$ cat src/rtl/suppression_valve_scheduler.sv
// Shares one suppression valve between four alarm channels: latches alarm pulses, fires one owner for ON_CYCLES, then cools for COOL_CYCLES.
// Define SCHED_RR_EN for round-robin owner selection; left undefined, channel 0 has fixed highest priority.
module suppression_valve_scheduler #(
    parameter int ON_CYCLES   = 100,
    parameter int COOL_CYCLES = 20,
    parameter int CW          = 16
) (
    input  logic       Clk,
    input  logic       Reset,
    input  logic [3:0] Req,
    input  logic       Abort,
    output logic [3:0] Grant,
    output logic       ValveOn,
    output logic       Busy,
    output logic [3:0] Pending
);
    typedef enum logic [1:0] {
        IDLE = 2'd0,
        FIRE = 2'd1,
        COOL = 2'd2
    } state_t;

    localparam logic [CW-1:0] ON_LOAD   = CW'(ON_CYCLES - 1);
    localparam logic [CW-1:0] COOL_LOAD = CW'(COOL_CYCLES - 1);

    state_t        state_q, state_d;
    logic [CW-1:0] cnt_q, cnt_d;
    logic [1:0]    last_q, last_d;
    logic [3:0]    pend_q, pend_d;
    logic [3:0]    grant_q, grant_d;
    logic          valve_q, valve_d;
    logic          busy_q, busy_d;
    logic [3:0]    clr;
    logic [1:0]    sel;
    logic          sel_vld;
`ifdef SCHED_RR_EN
    logic [1:0]    idx;
`endif

    // Descending scan so the candidate nearest the search start is the one left standing.
    always_comb begin
        sel     = 2'd0;
        sel_vld = 1'b0;
`ifdef SCHED_RR_EN
        idx     = 2'd0;
        for (int k = 3; k >= 0; k--) begin
            idx = last_q + 2'(k + 1);
            if (pend_q[idx]) begin
                sel     = idx;
                sel_vld = 1'b1;
            end
        end
`else
        for (int k = 3; k >= 0; k--) begin
            if (pend_q[2'(k)]) begin
                sel     = 2'(k);
                sel_vld = 1'b1;
            end
        end
`endif
    end

    always_comb begin
        state_d = state_q;
        cnt_d   = cnt_q;
        last_d  = last_q;
        grant_d = grant_q;
        valve_d = valve_q;
        busy_d  = busy_q;
        clr     = 4'b0000;
        case (state_q)
            IDLE: begin
                if (sel_vld) begin
                    state_d = FIRE;
                    grant_d = 4'b0001 << sel;
                    valve_d = 1'b1;
                    busy_d  = 1'b1;
                    cnt_d   = ON_LOAD;
                    clr     = 4'b0001 << sel;
                    last_d  = sel;
                end
            end
            FIRE: begin
                if (Abort || cnt_q == '0) begin
                    state_d = COOL;
                    grant_d = 4'b0000;
                    valve_d = 1'b0;
                    cnt_d   = COOL_LOAD;
                end else begin
                    cnt_d = cnt_q - CW'(1);
                end
            end
            COOL: begin
                if (cnt_q == '0) begin
                    state_d = IDLE;
                    busy_d  = 1'b0;
                end else begin
                    cnt_d = cnt_q - CW'(1);
                end
            end
            default: begin
                state_d = IDLE;
                grant_d = 4'b0000;
                valve_d = 1'b0;
                busy_d  = 1'b0;
                cnt_d   = '0;
            end
        endcase
        // A re-request landing on the same edge as its grant stays pending.
        pend_d = (pend_q & ~clr) | Req;
    end

    always_ff @(posedge Clk or posedge Reset) begin
        if (Reset) begin
            state_q <= IDLE;
            cnt_q   <= '0;
            last_q  <= 2'd3;
            pend_q  <= 4'b0000;
            grant_q <= 4'b0000;
            valve_q <= 1'b0;
            busy_q  <= 1'b0;
        end else begin
            state_q <= state_d;
            cnt_q   <= cnt_d;
            last_q  <= last_d;
            pend_q  <= pend_d;
            grant_q <= grant_d;
            valve_q <= valve_d;
            busy_q  <= busy_d;
        end
    end

    assign Grant   = grant_q;
    assign ValveOn = valve_q;
    assign Busy    = busy_q;
    assign Pending = pend_q;

endmodule
$ cat config.mk
export PLATFORM = sky130hd
export DESIGN_NAME = suppression_valve_scheduler
export DESIGN_NICKNAME = d
export VERILOG_FILES = /design/src/rtl/suppression_valve_scheduler.sv
export SDC_FILE = /design/constraint.sdc
export NUM_CORES = 1
export LEC_CHECK = 0
export ABC_AREA = 0
export CAP_MARGIN = 20
export CORE_MARGIN = 4
export CORE_UTILIZATION = 49
export CTS_CLUSTER_SIZE = 25
export DETAILED_ROUTE_END_ITERATION = 16
export PLACE_DENSITY = 0.74
export REMOVE_ABC_BUFFERS = 1
export SYNTH_ARGS = -nofsm -noshare
export SYNTH_HDL_FRONTEND = slang
export SYNTH_SLANG_ARGS = --single-unit
$ cat constraint.sdc
create_clock -name Clk -period 1.94 [get_ports Clk]
set_clock_uncertainty 0.2 [all_clocks]
set_input_delay 0.291 -clock Clk [delete_from_list [all_inputs] [get_ports Clk]]
set_output_delay 0.291 -clock Clk [all_outputs]
set_load 0.01 [all_outputs]
==> summary.txt <==
outcome - finished with violations
failing checks - setup timing
mapped cell area - 1430 µm²
vias in the first global route - 1,323
Main synth FF type - dfrtp_1
H-tree Lvls - 1
total power - 2.76 mW
Slew Limit Fails - 0
Finished Core Util - 0.762
CTS clk-pin slew, worst paths - 0.15 ns
Placed Area - 1830 µm²
Storage cell area - 652 µm²
Placer Congestion - 0.934
P_leak - 0.881 nW
dpl ws - -0.147 ns
number of max-cap violations - 0
hold_ws - 0.0288 ns
clk_lat worst skew - 0.33 ns
FFs w/ async S/R, synth - 1.00
Post-synth EDFFs - 0
CP required - 2.01 ns
synth warn - 0
DRC viols - 0
DR pass1 iterations - 4
io pins - 17
Max Fclk - 478 MHz
Layout area overhead - 48.3%
multi-input logic area - 872 µm²
Peak VDD IR - 0.00136 V
nets - 211
CP Capture Type - flop
Worst Setup Slack, final - -0.150 ns
crit-path max FO - 6
Bufs on Longest Clock Path - 2
Starting Density - 0.514
HP Class - in -> async
post-DR vias/cell - 6.08
fill count - 178
FP Rows - 19
total gr overflow - 0
CTS Sinks - 26
Starting DRT DRC Count - 57
Post-CTS Hold Buffers - 0
GR Util All Layers - 0.208
pin count of the biggest net entering global routing - 19
core outline area - 2780 µm²
highest-count cells in the layout ignoring fill and taps - buf_4, dfrtp_1, clkdlybuf4s50_1, a21oi_2, nor2_1
Yosys cell types - 43
CTS buffer count - 3
DP HPWL - 2660 µm
crit start category - flop
Vias - 1,417
initial antenna violation count - 0
ANT cells - 0
# setup viols final - 12
RSZ-0062 raised after global routing - yes
Post-Route WL - 3980 µm
crit share post-route - 1.08
syn_area_per_cell - 9.60 µm²
power density over cell area - 1300 nW/µm²
clock root buffer - clkbuf_4
sequential element share of the synthesized area - 0.455
non-filler cells, final - 233
Critical Path AT - 2.16 ns
die span in y - 62.0 µm
placed cell count - 220
final instance area - 2120 µm²
DR WL/cell - 17.1 µm
die area - 3850 µm²
layout cells sized above 1 - 0.421
Final min period - 2.09 ns
final hold vios - 0
first-pass GRT wire length - 5900 µm
Setup TNS Final - -0.825 ns
Yosys reg bits - 26
Detail Route Antenna Nets - 0
PortBufs - 14
commonest non-fill, non-tap cell in the layout - buf_4
Setup CP Type - reg -> reg
synthesized instance count - 149
die width - 62.0 µm
CTS tree - done
==> cells in the mapped netlist (2+ instances only) <==
library cell	instances	area (µm²)
o211ai_1	2	15.0
buf_4	2	15.0
o2bb2ai_1	2	17.5
dfrtp_1	26	651
inv_1	7	26.3
or4b_1	2	20.0
nor2b_1	4	25.0
o31ai_1	8	60.1
nor2_1	9	33.8
a21oi_1	12	60.1
and4_1	4	35.0
or2_2	4	25.0
a2bb2oi_1	2	17.5
nand4_1	2	12.5
and2_1	2	12.5
clkbuf_1	4	15.0
or3_1	2	12.5
nand3_1	5	25.0
nor3_1	3	15.0
a31oi_1	3	18.8
nand2_1	6	22.5
o21ai_0	9	45.0
nand2b_1	3	18.8
or4_1	7	52.6
==> routing by layer <==
layer | share of wire | up-vias | routed length [µm] | GRT usage
met3 | 0.046 | 13 | 185 | 0.0331
met2 | 0.51 | 49 | 2020 | 0.342
met4 | 0.031 | 0 | 124 | 0.106
met1 | 0.41 | 685 | 1650 | 0.263
met5 | 0 | - | 0 | 0
li1 | - | 670 | - | -
==> critical path, stage by stage, from the launching register on <==
cell and delay, ns:
dfrtp_1 0.41, inv_2 0.09, ha_4 0.13, nor4b_4 0.29
nand2_2 0.19, or4b_4 0.57, a21oi_2 0.15
==> report_power, final <==
part	switching (mW)	internal, mW	total [mW]
sequential	0.128	0.682	0.810
combinational	0.768	0.808	1.58
clock	0.168	0.209	0.377
==> timing repair <==
action                                  in CTS  in global routing
resized for setup                           14                 29
pin swaps                                   15                  8
endpoints found under the setup margin      15                 22
buffers inserted                             5                  4
==> worst paths after layout <==
path                                  from         end  slack, ns  cells past startpoint
worst max-delay path              cnt_q[1]   cnt_q[12]      -0.15                      6
worst min-delay path                 Reset   cnt_q[11]       0.03                      2
worst max register to register    cnt_q[1]   cnt_q[12]      -0.15                      6
worst min register to register  Pending[3]  Pending[3]       0.28                      1
max in group asynchronous            Reset    cnt_q[2]       1.08                      3
min in group Clk                Pending[3]  Pending[3]       0.28                      1
==> cells by family after synthesis <==
logic type | after synthesis | share of synthesized area
simple gates | 59 | 0.270
compound gates | 46 | 0.206
flops | 26 | 0.455
buf+inv | 14 | 0.0429
fa+ha+maj | 1 | 0.00875
other cells | 1 | 0.00262
xor+xnor | 1 | 0.00613
mux | 1 | 0.00787
==> cell type report <==
cell class / instances / share of cell area
inverters: 7 / 0.0124
flip-flops and latches: 26 / 0.307
clock buffers: 3 / 0.0106
repair buffers: 55 / 0.226
clock inverters: 1 / 0.0142
multi-input cells: 110 / 0.411
well taps: 31 / 0.0183
==> sequential cells by signal (all words and copies together), names as in the netlist <==
signal / count
Busy: 1
Grant: 2
Pending: 4
ValveOn: 1
cnt_q: 16
state_q: 2
Power figures use the tool's default switching activity.
